===== config.mk =====
export PLATFORM = sky130hd
export DESIGN_NAME = rf_wb_arbiter
export DESIGN_NICKNAME = d
export VERILOG_FILES = /design/src/rtl/rf_wb_arbiter_pkg.sv /design/src/rtl/rf_wb_arbiter_rr_pick.sv /design/src/rtl/rf_wb_arbiter.sv
export SDC_FILE = /design/constraint.sdc
export NUM_CORES = 1
export LEC_CHECK = 0
export BUFFER_PORTS_ARGS = -buffer_cell sky130_fd_sc_hd__buf_2
export CAP_MARGIN = 20
export CORE_AREA = 3 3 163 165
export CTS_CLUSTER_DIAMETER = 30
export DETAILED_ROUTE_END_ITERATION = 12
export DIE_AREA = 0 0 166 168
export GPL_TIMING_DRIVEN = 1
export MAX_ROUTING_LAYER = met4
export PLACE_DENSITY = 0.75
export RECOVER_POWER = 100
export REMOVE_ABC_BUFFERS = 1
export SLEW_MARGIN = 20
export SYNTH_ARGS = -nofsm -noshare
export SYNTH_HDL_FRONTEND = slang
export SYNTH_HIERARCHICAL = 1
export SYNTH_SLANG_ARGS = --single-unit

===== constraint.sdc =====
create_clock -name clk -period 4.4 [get_ports clk]
set_input_delay 0.22 -clock clk [delete_from_list [all_inputs] [get_ports clk]]
set_output_delay 0.22 -clock clk [all_outputs]
set_load 0.01 [all_outputs]

===== src/rtl/rf_wb_arbiter_pkg.sv =====
// Shared types for the register-file datapath: vector layout, register count,
// default requester count and the crypto-engine sizing constants.
package rf_wb_arbiter_pkg;

  localparam int unsigned NCOEFF       = 4;   // coefficients per vector
  localparam int unsigned COEFFW       = 16;  // bits per coefficient
  localparam int unsigned NPRIMES      = 2;
  localparam int unsigned NCIPHERS     = 2;
  localparam int unsigned NREG         = 32;  // architectural vector registers
  localparam int unsigned NREQ_DEFAULT = 4;   // FU result streams sharing writeback

  typedef logic [NCOEFF-1:0][COEFFW-1:0] vec_t;

  // Width of a pointer into n entries; never zero.
  function automatic int unsigned ptr_width(input int unsigned n);
    return (n > 1) ? $clog2(n) : 1;
  endfunction

endpackage


===== src/rtl/rf_wb_arbiter_rr_pick.sv =====
// Circular priority picker: returns the first set bit of mask, searching
// upward from start and wrapping from NREQ-1 back to 0.
module rf_wb_arbiter_rr_pick
  import rf_wb_arbiter_pkg::*;
#(
  parameter int unsigned NREQ = NREQ_DEFAULT,
  localparam int unsigned PTRW = ptr_width(NREQ)
) (
  input  logic [NREQ-1:0] mask,
  input  logic [PTRW-1:0] start,
  output logic            found,
  output logic [PTRW-1:0] index
);

  // Walk the NREQ positions in circular order; the first hit wins.
  always_comb begin
    found = 1'b0;
    index = '0;
    for (int unsigned k = 0; k < NREQ; k++) begin
      int unsigned j;
      j = 32'(start) + k;
      if (j >= NREQ) j = j - NREQ;
      if (!found && mask[j[PTRW-1:0]]) begin
        found = 1'b1;
        index = j[PTRW-1:0];
      end
    end
  end

endmodule


===== src/rtl/rf_wb_arbiter.sv =====
// Writeback arbiter: grants up to two FU result streams per cycle in
// round-robin order and registers them onto the register-file write ports.
// The two ports never carry the same destination register in one cycle.
module rf_wb_arbiter
  import rf_wb_arbiter_pkg::*;
#(
  parameter int unsigned NREQ = NREQ_DEFAULT,
  localparam int unsigned IDXW = $clog2(NREG),
  localparam int unsigned PTRW = ptr_width(NREQ)
) (
  input  logic                      clk,
  input  logic                      reset,
  input  logic                      rf_ready,
  input  logic [NREQ-1:0]           req_valid,
  output logic [NREQ-1:0]           req_ready,
  input  logic [NREQ-1:0][IDXW-1:0] req_dest,
  input  vec_t [NREQ-1:0]           req_data,
  output logic                      dest0_valid,
  output logic [IDXW-1:0]           dest0_register_index,
  output vec_t                      dest0_coefficient,
  output logic                      dest1_valid,
  output logic [IDXW-1:0]           dest1_register_index,
  output vec_t                      dest1_coefficient
);

  logic [PTRW-1:0] rr_ptr_q, rr_ptr_d;

  logic            grant_en;
  logic [NREQ-1:0] mask0, mask1;
  logic            g0_found, g1_found;
  logic [PTRW-1:0] g0_idx, g1_idx, start1;

  // No grants while the register file stalls or reset is held, so a requester
  // never sees a handshake that the output stage will not take.
  assign grant_en = rf_ready & ~reset;
  assign mask0    = grant_en ? req_valid : '0;

  rf_wb_arbiter_rr_pick #(
    .NREQ (NREQ)
  ) u_pick0 (
    .mask  (mask0),
    .start (rr_ptr_q),
    .found (g0_found),
    .index (g0_idx)
  );

  // Second search resumes just after g0 and drops g0 itself plus any
  // requester aiming at the same register as g0.
  always_comb begin
    start1 = (g0_idx == PTRW'(NREQ - 1)) ? '0 : g0_idx + 1'b1;
    mask1  = '0;
    for (int unsigned i = 0; i < NREQ; i++) begin
      mask1[i] = mask0[i] && g0_found && (PTRW'(i) != g0_idx) &&
                 (req_dest[i] != req_dest[g0_idx]);
    end
  end

  rf_wb_arbiter_rr_pick #(
    .NREQ (NREQ)
  ) u_pick1 (
    .mask  (mask1),
    .start (start1),
    .found (g1_found),
    .index (g1_idx)
  );

  // One-hot grants and the next round-robin start point.
  always_comb begin
    req_ready = '0;
    if (g0_found) req_ready[g0_idx] = 1'b1;
    if (g1_found) req_ready[g1_idx] = 1'b1;

    rr_ptr_d = rr_ptr_q;
    if (g1_found) begin
      rr_ptr_d = (g1_idx == PTRW'(NREQ - 1)) ? '0 : g1_idx + 1'b1;
    end else if (g0_found) begin
      rr_ptr_d = (g0_idx == PTRW'(NREQ - 1)) ? '0 : g0_idx + 1'b1;
    end
  end

  // Pointer and output registers; payload registers only load on a grant.
  always_ff @(posedge clk or posedge reset) begin
    if (reset) begin
      rr_ptr_q             <= '0;
      dest0_valid          <= 1'b0;
      dest0_register_index <= '0;
      dest0_coefficient    <= '0;
      dest1_valid          <= 1'b0;
      dest1_register_index <= '0;
      dest1_coefficient    <= '0;
    end else begin
      rr_ptr_q    <= rr_ptr_d;
      dest0_valid <= g0_found;
      dest1_valid <= g1_found;
      if (g0_found) begin
        dest0_register_index <= req_dest[g0_idx];
        dest0_coefficient    <= req_data[g0_idx];
      end
      if (g1_found) begin
        dest1_register_index <= req_dest[g1_idx];
        dest1_coefficient    <= req_data[g1_idx];
      end
    end
  end

endmodule


==> flow_summary.yaml, run 1 <==
route:
  drt_iter0_drc: 432
  via_per_inst: 5.58
  wire_per_inst_um: 21.9
  wl_met2_mm: 15.5
  drtPass1Iterations: 6
  vias: 7559
  drt-met1-wl_mm: 11.4
  met3_length_mm: 1.98
  drc: 0
  route.final.wire_length_mm: 29.6
  drt.antenna.violating_nets: 0
  top_layer: "met4"
floorplan:
  die_h_um: 168
  die-area_um2: 27900
  start_util_pct: 37.7
  design.core.area_um2: 25200
  ioPinCount: 427
  die_x_um: 166
  num_rows: 58
grt:
  grt_antenna_before_repair: 4
  grt_pass1_vias: 8148
  gr-usage-all-layers_pct: 21.2
  grt_pass1_wl_mm: 45.4
  grt_remaining_overflow: 0
  grt_max_degree: 87
clock_tree:
  insertion_delay_ps: 410
  cts_made_buffers: 17
  post_cts_buffers: 0
  cts_max_path_buffers: 2
  holdBufCountCts: 0
  clockRootBuffer: "clkbuf_16"
  clk_pin_slew_ps: 70
  cts_max_level: 4
  clock-sinks: 142
  cts_tree: "yes"
yosys:
  synth_cell_types: 40
  ys_ff_latch: 142
  synth_warnings: 6
  netlist_top_cells_count: "142 x dfrtp_1, 138 x mux2_2, 138 x mux4_2"
  synth-seq-area-share_pct: 37.5
  synthArstFlopShare_pct: 100
  synthesis.area_um2: 9480
  ys.flop_type: "dfrtp_1"
  syn-instance-count: 596
  netlist.area_leader.share_pct: 37.5
  yosysTopAreaCell: "dfrtp_1"
  postSynthAreaPerCell_um2: 15.9
  synth.most_common_cell: "dfrtp_1"
  synth_edf_count: 0
  netlist_top_cells_area: "dfrtp_1 37%, mux4_2 33%, mux2_2 16%"
sta:
  tightest_slew_ps: 3450
  fin_ws_ps: 253
  slew-limit-headroom_pct: -130
  clock.fmax_mhz: 241
  min_period_ps: 4150
  fin_crit_sh_pct: 94.2
  setup_violations: 0
  finalClockSkew_ps: 10.3
  rsz0062_at_grt: "false"
  finalHoldViolations: 0
  drv_slew: 128
worst_setup_path:
  cp_common_cell: "inv_1"
  path_max_fanout: 17
  critPathArrivalTime_ps: 3930
  reg2regPathDepth: 13
  reg2reg_from: "rr_ptr_q[1]"
  reg2reg_to: "dest1_coefficient[20]"
  cp_slowest_cell: "or4b_1"
  critical_path.max_stage_delay_ps: 470
  critical_path_class: "reg2out"
  cp-start-kind: "register"
  rrSetupSlack_ps: 340
  timing.critical_path.cells: "a21oi_1, o21ai_1, a21oi_4, inv_1, ha_1, or4b_1, o22ai_1, inv_1, a221o_1, a21oi_4, buf_12, inv_1, ha_1, a22o_1, clkbuf_1"
  worst_ep_required_time_ps: 4180
  critPathCaptureType: "primary output"
min_path:
  worstHoldEndpoint: "dest1_coefficient[47]"
  min_path_type: "in2reg"
  hold_start: "req_data[47]"
  whs_path_depth: 3
power:
  combPwrFrac_pct: 38.1
  power.density_nw_per_um2: 469
  p_sw_share_pct: 35.1
  switchingPower_mw: 2.03
  seqPwrFrac_pct: 36.6
  power_leakage_nw: 4.92
  vdd_drop_max_mv: 0.270
  power_frac_clock_pct: 25.2
  internal-power_mw: 3.77
finish:
  fin_util_pct: 49.1
  syn_to_final_growth_pct: 30.3
  nNetsFinal: 1299
  drive_above_1_share_pct: 60.7
placement:
  post-dp-hpwl_mm: 22.4
  gp_congestion: 0.907
  pre_cts_ws_ps: 1.93
  io_buffers: 426
run_status:
  violations: "max-capacitance violations, max-slew violations"
  outcome: "finished with violations"
job:
  cap_violations: 2
-- per-layer routing --
metal	track usage [%]	up-vias
met3	3.90	49
met1	25.6	3887
met5	-	-
li1	-	3231
met2	36.3	392
met4	6.80	0
-- per-stage QoR --
stage / hold WS (ps) / instances / instance area (um^2) / TNS [ps] / power [mW]
after floorplan: 552 / 546 / 9130 / -1144430 / 3.54
after global placement: 437 / 1318 / 11900 / 0 / 4.43
after detailed placement: 467 / 1318 / 11900 / 0 / 4.50
after CTS: 15.9 / 1350 / 12500 / 0 / 6.00
after global routing: 244 / 1355 / 12400 / 0 / 6.13
final: 262 / 1355 / 12400 / 0 / 5.80
-- worst max-delay path: cells and delay by family (launching register included) --
kind	cells	cell delay, ps
AO/OA/AOI/OAI	7	1500
adder cells (fa/ha/maj)	2	440
buffers and inverters	5	680
flip-flops	1	430
AND/OR/NAND/NOR	1	470
-- cell type report --
cell class / count / area (um^2)
tap: 330 / 413
multi-input combinational: 387 / 5580
timing repair buffer: 443 / 2140
clock buffer: 19 / 433
antenna: 4 / 10.0
fill: 2299 / 12800
inverter: 17 / 66.3
clock inverter: 13 / 154
sequential: 142 / 3550
-- repair_timing --
item                                    in CTS  in global routing
endpoints found under the setup margin       0                  2
endpoints found under the hold margin        0                  0
gates resized for setup                      0                  2
-- layout by cell type, fill, tap and decap left out, drive strengths merged, types with 3 or more instances in the layout --
master / netlist / layout
buf: 34 / 295
clkbuf: 16 / 167
dfrtp: 142 / 142
mux4: 138 / 138
mux2: 138 / 138
xnor2: 25 / 25
inv: 17 / 23
o21ai: 9 / 9
a21oi: 9 / 9
ha: 8 / 8
nand2: 6 / 6
nor2: 5 / 5
xor2: 5 / 5
and2: 5 / 5
diode: 0 / 4
a22o: 4 / 4
nand2b: 4 / 4
clkinvlp: 0 / 4
nand3: 4 / 4
nand4: 3 / 3
o22ai: 3 / 3
-- sequential cells by signal, indices dropped and copies added (netlist names) --
register / cells
dest0_coefficient: 64
dest1_valid: 1
dest0_register_index: 5
dest1_register_index: 5
rr_ptr_q: 2
dest0_valid: 1
dest1_coefficient: 64
-- how the worst max path moves through the flow --
stage | startpoint | endpoint | slack [ps] | cells after the start
floorplan | rf_ready | rr_ptr_q[0] | -11370 | 14
detailed placement | reset | dest1_coefficient[56] | 2 | 15
finish | rr_ptr_q[1] | req_ready[0] | 250 | 15
global placement | reset | dest1_coefficient[27] | 190 | 15
CTS | rr_ptr_q[1] | req_ready[0] | 80 | 15
global route | rr_ptr_q[1] | req_ready[0] | 50 | 15
-- cells by family (layout without fill, tap and decap cells) --
kind of cell / after synthesis / after routing / synth area share, %
other: 0 / 4 / 0
xor gates and xnor gates: 30 / 30 / 2.77
adders and majority gates: 8 / 8 / 1.06
buffers and inverters: 67 / 492 / 4.38
and+or+nand+nor: 34 / 34 / 2.01
DFF: 142 / 142 / 37.5
muxes: 278 / 278 / 49.4
AOI/OAI and AO/OA: 37 / 37 / 2.93
-- power by group through the flow --
| stage | logic (mW) | registers, mW | clock network, mW |
|---|---|---|---|
| after floorplan | 1.21 | 2.33 | 0 |
| after detailed placement | 2.37 | 2.12 | 0 |
| after global placement | 2.32 | 2.11 | 0 |
| after global routing | 2.38 | 2.19 | 1.56 |
| final | 2.21 | 2.12 | 1.46 |
| after CTS | 2.38 | 2.11 | 1.51 |
Power figures use the tool's default switching activity.
==> run 2: changes to the inputs <==
--- a/config.mk
+++ b/config.mk
@@ -14,7 +14,7 @@
 export GPL_TIMING_DRIVEN = 1
 export MAX_ROUTING_LAYER = met4
 export PLACE_DENSITY = 0.75
-export RECOVER_POWER = 100
+export RECOVER_POWER = 25
 export REMOVE_ABC_BUFFERS = 1
 export SLEW_MARGIN = 20
 export SYNTH_ARGS = -nofsm -noshare
==> run 2 against run 1 <==
  * The flow still finishes with violations (max-capacitance violations, max-slew violations)
  * Combinational power rose by 6%
  * Sequential share of layout area fell by 0.48 points
  * Routed wire length shrank 0.26%
  * Via count shrank 0.74%
  * Largest power group unchanged
==> flow_summary.yaml, run 2 (same netlist as run 1, synthesis figures left out) <==
placement:
  gp_congestion: 0.907
  post-dp-hpwl_mm: 22.4
  placed_cell_area_um2: 11900
  io_buffers: 426
clock_tree:
  cts_tree: "yes"
  clk_pin_slew_ps: 70
  insertion_delay_ps: 410
  clock-sinks: 142
  cts_made_buffers: 17
  cts_max_level: 4
  cts_max_path_buffers: 2
  clockRootBuffer: "clkbuf_16"
  post_cts_buffers: 0
worst_setup_path:
  critical_path.max_stage_delay_ps: 470
  critPathCaptureType: "primary output"
  reg2reg_to: "dest1_coefficient[56]"
  rrSetupSlack_ps: 370
  reg2regPathDepth: 13
  reg2reg_from: "rr_ptr_q[1]"
  cp_top_family: "compound AO/OA/AOI/OAI gates"
  worst_ep_required_time_ps: 4180
  path_max_fanout: 17
  cp-start-kind: "register"
  path_buf_inv: 5
  critPathArrivalTime_ps: 3960
  cp_common_cell: "inv_1"
  cp_slowest_cell: "or4b_1"
  timing.critical_path.cells: "a21oi_1, o21ai_1, a21oi_4, inv_1, ha_1, or4b_1, o22ai_1, inv_1, a221o_1, a21oi_4, buf_12, inv_1, ha_1, a22o_1, buf_2"
  critical_path_class: "reg2out"
job:
  cap_violations: 1
floorplan:
  num_rows: 58
  start_util_pct: 37.7
  ioPinCount: 427
  die-area_um2: 27900
  design.core.area_um2: 25200
  die_h_um: 168
  die_x_um: 166
power:
  p_sw_share_pct: 34.1
  seqPwrFrac_pct: 35.6
  switchingPower_mw: 2.02
  combPwrFrac_pct: 39.7
  power.density_nw_per_um2: 472
  power_frac_clock_pct: 24.7
  power_leakage_nw: 5.34
  vdd_drop_max_mv: 0.281
  internal-power_mw: 3.91
finish:
  nNetsFinal: 1299
  final_common_cell: "buf_2"
  final_area_um2: 12600
  final_cell_mix: "425 x buf_2, 142 x dfrtp_1, 138 x mux4_2, 138 x mux2_2, 25 x xnor2_1"
  drive_above_1_share_pct: 74.7
  syn_to_final_growth_pct: 32.5
  fill_cells: 2223
  reg.largest.list: "dest0_coefficient: 64 flops, dest1_coefficient: 64 flops"
sta:
  rsz0062_at_grt: "false"
  fin_crit_sh_pct: 95.1
  finalClockSkew_ps: 10.2
  finalHoldViolations: 0
  setup_tns_ps: 0
  clock.fmax_mhz: 239
  slew-limit-headroom_pct: -129
  drv_slew: 87
  setup_violations: 0
  tightest_slew_ps: 3440
  min_period_ps: 4180
route:
  wire_per_inst_um: 21.8
  via_per_inst: 5.54
  drtPass1Iterations: 5
  drt_iter0_drc: 446
  vias: 7503
  drt.antenna.violating_nets: 0
  route.final.wire_length_mm: 29.5
  drc: 0
grt:
  gr-usage-all-layers_pct: 21.2
  grt_pass1_vias: 8148
  grt_pass1_wl_mm: 45.4
  grt_max_degree: 87
  grt_antenna_before_repair: 4
  grt_remaining_overflow: 0
min_path:
  min_path_type: "in2reg"
  whs_path_depth: 3
  hold_start: "req_data[47]"
  worstHoldEndpoint: "dest1_coefficient[47]"
run_status:
  outcome: "finished with violations"
  violations: "max-capacitance violations, max-slew violations"
[run 2: worst reg2reg max path, cell delays in order (launching register included)]
cell and delay, ps:
dfrtp_1 430, a21oi_1 150, o21ai_1 110, a21oi_4 160, inv_1 120, ha_1 240
or4b_1 470, o22ai_1 250, inv_1 100, a221o_1 400, a21oi_4 270, buf_12 360
mux4_2 590, mux2_2 290
[run 2: per-stage QoR]
stage | power [mW] | util [%] | std cells | setup WS (ps) | hold WS [ps]
6_report | 5.93 | 49.9 | 1355 | 215 | 262
3_3_place_gp | 4.43 | 47.4 | 1318 | 195 | 437
2_1_floorplan | 3.54 | - | 546 | -11370 | 552
5_1_grt | 6.26 | 49.9 | 1355 | 12.4 | 244
3_5_place_dp | 4.50 | 47.4 | 1318 | 1.93 | 467
4_1_cts | 6.00 | 49.8 | 1350 | 83.8 | 15.9
[run 2: power groups by stage]
stage          combinational (mW)  clock (mW)  sequential, mW
4_1_cts                      2.38        1.51            2.11
3_3_place_gp                 2.32           0            2.11
5_1_grt                      2.52        1.56            2.17
2_1_floorplan                1.21           0            2.33
6_report                     2.35        1.47            2.11
3_5_place_dp                 2.37           0            2.12
[run 2: repair_timing]
item / 4_1_cts / 5_1_grt
hold buffers: 0 / 0
gates resized for setup: 0 / 2
setup endpoints to repair: 0 / 2
endpoints found under the hold margin: 0 / 0
[run 2: worst max path at each step]
| stage | start | end | cells after the start |
|---|---|---|---|
| 2_1_floorplan | rf_ready | rr_ptr_q[0] | 14 |
| 3_3_place_gp | reset | dest1_coefficient[27] | 15 |
| 3_5_place_dp | reset | dest1_coefficient[56] | 15 |
| 4_1_cts | rr_ptr_q[1] | req_ready[0] | 15 |
| 5_1_grt | rr_ptr_q[1] | req_ready[0] | 15 |
| 6_report | rr_ptr_q[1] | req_ready[0] | 15 |
[run 2: cell type report]
class	instances	area [um^2]	area share, %
diodes	4	10.0	0.0796
clock buffers	19	433	3.44
clock inverters	13	154	1.22
inverters	17	66.3	0.528
multi-input cells	387	5590	44.5
flip-flops and latches	142	3550	28.3
well taps	330	413	3.29
repair buffers	443	2350	18.7
[run 2: routing by layer]
layer	routed length, um	vias up	GRT usage, %
met5	0	-	-
met4	717	0	6.80
met3	1930	45	3.90
met2	15500	366	36.3
met1	11400	3863	25.6
li1	-	3229	-
==> run 3: changes to the inputs <==
--- a/config.mk
+++ b/config.mk
@@ -6,7 +6,6 @@
 export NUM_CORES = 1
 export LEC_CHECK = 0
 export BUFFER_PORTS_ARGS = -buffer_cell sky130_fd_sc_hd__buf_2
-export CAP_MARGIN = 20
 export CORE_AREA = 3 3 163 165
 export CTS_CLUSTER_DIAMETER = 30
 export DETAILED_ROUTE_END_ITERATION = 12
==> constraint.sdc (replaced) <==
create_clock -name clk -period 4.7 [get_ports clk]
set_input_delay 0.235 -clock clk [delete_from_list [all_inputs] [get_ports clk]]
set_output_delay 0.235 -clock clk [all_outputs]
set_load 0.01 [all_outputs]
==> run 3 against run 2 <==
  * The flow still finishes with violations (max-capacitance violations, max-slew violations)
  * Clock power shrank 9.5%
  * Die area is the same
  * Design area shrank 1.4%
  * Sequential cell count is the same
  * Clock skew grew 2.4 ps
  * Sequential share of layout area grew 0.40 points
  * Highest routed layer unchanged
==> flow_summary.yaml, run 3 (same netlist as run 1, synthesis figures left out) <==
run_status:
  outcome: "finished with violations"
  violations: "max-capacitance violations, max-slew violations"
finish:
  multi_input_area_um2: 5580
  final_common_cell: "buf_2"
  ff_latch_area_um2: 3550
  syn_to_final_growth_pct: 30.7
  final_cell_mix: "343 x buf_2, 142 x dfrtp_1, 138 x mux4_2, 138 x mux2_2, 83 x clkbuf_1"
  final_area_um2: 12400
  drive_above_1_share_pct: 66.7
  nNetsFinal: 1299
  reg.largest.list: "dest0_coefficient: 64 flops, dest1_coefficient: 64 flops"
  fill_cells: 2289
worst_setup_path:
  critPathArrivalTime_ps: 4220
  critical_path_class: "reg2out"
  cp-start-kind: "register"
  critPathCaptureType: "primary output"
  reg2regPathDepth: 13
  worst_ep_required_time_ps: 4470
  path_max_fanout: 33
sta:
  fin_ws_ps: 247
  clock.fmax_mhz: 225
  slew-limit-headroom_pct: -113
  fin_crit_sh_pct: 94.7
  finalClockSkew_ps: 12.6
  min_period_ps: 4450
  rsz0062_at_grt: "false"
  tightest_slew_ps: 3190
  drv_slew: 79
  setup_violations: 0
  finalHoldViolations: 0
placement:
  placed_cell_area_um2: 11900
  post-dp-hpwl_mm: 22.5
  gp_congestion: 0.924
  io_buffers: 426
  pre_cts_ws_ps: 247
clock_tree:
  holdBufCountCts: 1
  cts_max_level: 4
  clk_pin_slew_ps: 70
  cts_max_path_buffers: 2
  insertion_delay_ps: 420
  cts_made_buffers: 17
  clockRootBuffer: "clkbuf_16"
  cts_tree: "yes"
  post_cts_resized: 0
  post_cts_buffers: 0
  clock-sinks: 142
grt:
  grt_pass1_vias: 8150
  grt_antenna_before_repair: 1
  gr-usage-all-layers_pct: 21.5
  met2_usage_pct: 36.8
  grt_max_degree: 79
  grt_remaining_overflow: 0
  grt_use_met1_pct: 26.2
  grt_pass1_wl_mm: 46.2
  grt-busiest-layer: "met2"
  met3_usage_pct: 3.62
power:
  internal-power_mw: 3.49
  power_frac_clock_pct: 24.5
  power.density_nw_per_um2: 437
  vdd_drop_max_mv: 0.210
  power_leakage_nw: 5.08
  p_sw_share_pct: 35.6
  switchingPower_mw: 1.93
  seqPwrFrac_pct: 36.5
  combPwrFrac_pct: 39.0
floorplan:
  die_h_um: 168
  design.core.area_um2: 25200
  die_x_um: 166
  die-area_um2: 27900
  ioPinCount: 427
  start_util_pct: 37.7
  num_rows: 58
route:
  drtPass1Iterations: 4
  vias: 7541
  drc: 0
  wire_per_inst_um: 21.9
  drt.antenna.violating_nets: 0
  route.final.wire_length_mm: 29.6
  drt_iter0_drc: 476
  via_per_inst: 5.58
job:
  cap_violations: 1
min_path:
  min_path_type: "in2reg"
  whs_path_depth: 3
-- run 3: worst paths after layout --
check	endpoint	from	slack [ps]
worst max-delay path	req_ready[0]	rr_ptr_q[1]	250
worst min-delay path	dest1_coefficient[14]	req_data[142]	270
worst max register to register	dest1_coefficient[27]	rr_ptr_q[1]	500
worst min register to register	dest1_coefficient[40]	dest1_coefficient[40]	500
max in group asynchronous	dest1_coefficient[51]	reset	1290
min in group asynchronous	dest0_register_index[4]	reset	1560
-- run 3: final cells by class --
class / count / share of cell area [%]
Inverter: 17 / 0.535
Antenna cell: 1 / 0.0202
Clock inverter: 14 / 1.01
Sequential cell: 142 / 28.7
Clock buffer: 18 / 3.54
Timing Repair Buffer: 443 / 17.8
Tap cell: 330 / 3.33
Multi-Input combinational cell: 387 / 45.1
-- run 3: power groups by stage --
stage | Sequential (mW) | Clock [mW] | Combinational [mW]
floorplan | 2.18 | 0 | 1.14
global placement | 1.97 | 0 | 2.17
detailed placement | 1.99 | 0 | 2.22
CTS | 1.97 | 1.37 | 2.22
global route | 2.05 | 1.41 | 2.28
finish | 1.98 | 1.33 | 2.11
-- run 3: worst max-delay path: stages, from the launching register on --
cell     delay, ps
dfrtp_1        430
a21oi_1        140
o21ai_0        140
a21oi_4        310
inv_1          180
ha_1           240
or4b_1         480
o22ai_1        250
inv_1          100
a221o_1        390
a21oi_4        220
buf_12         280
inv_1          110
ha_1           220
a22o_1         190
buf_2          140
-- run 3: through the flow --
| step | utilization [%] | power (mW) | cells | hold slack (ps) | setup TNS (ps) |
|---|---|---|---|---|---|
| final | 49.2 | 5.42 | 1352 | 273 | 0 |
| after global routing | 49.2 | 5.74 | 1352 | 254 | 0 |
| after CTS | 49.6 | 5.56 | 1351 | 247 | 0 |
| after detailed placement | 47.3 | 4.20 | 1318 | 450 | 0 |
| after global placement | 47.3 | 4.14 | 1318 | 455 | 0 |
| after floorplan | - | 3.32 | 546 | 552 | -1103170 |
-- run 3: layer usage --
metal | wire length, um | part of all wire [%] | vias to the layer above
li1 | - | - | 3228
met1 | 11500 | 39 | 3916
met2 | 15500 | 52 | 354
met3 | 1880 | 6.4 | 43
met4 | 766 | 2.6 | 0
met5 | 0 | 0 | -
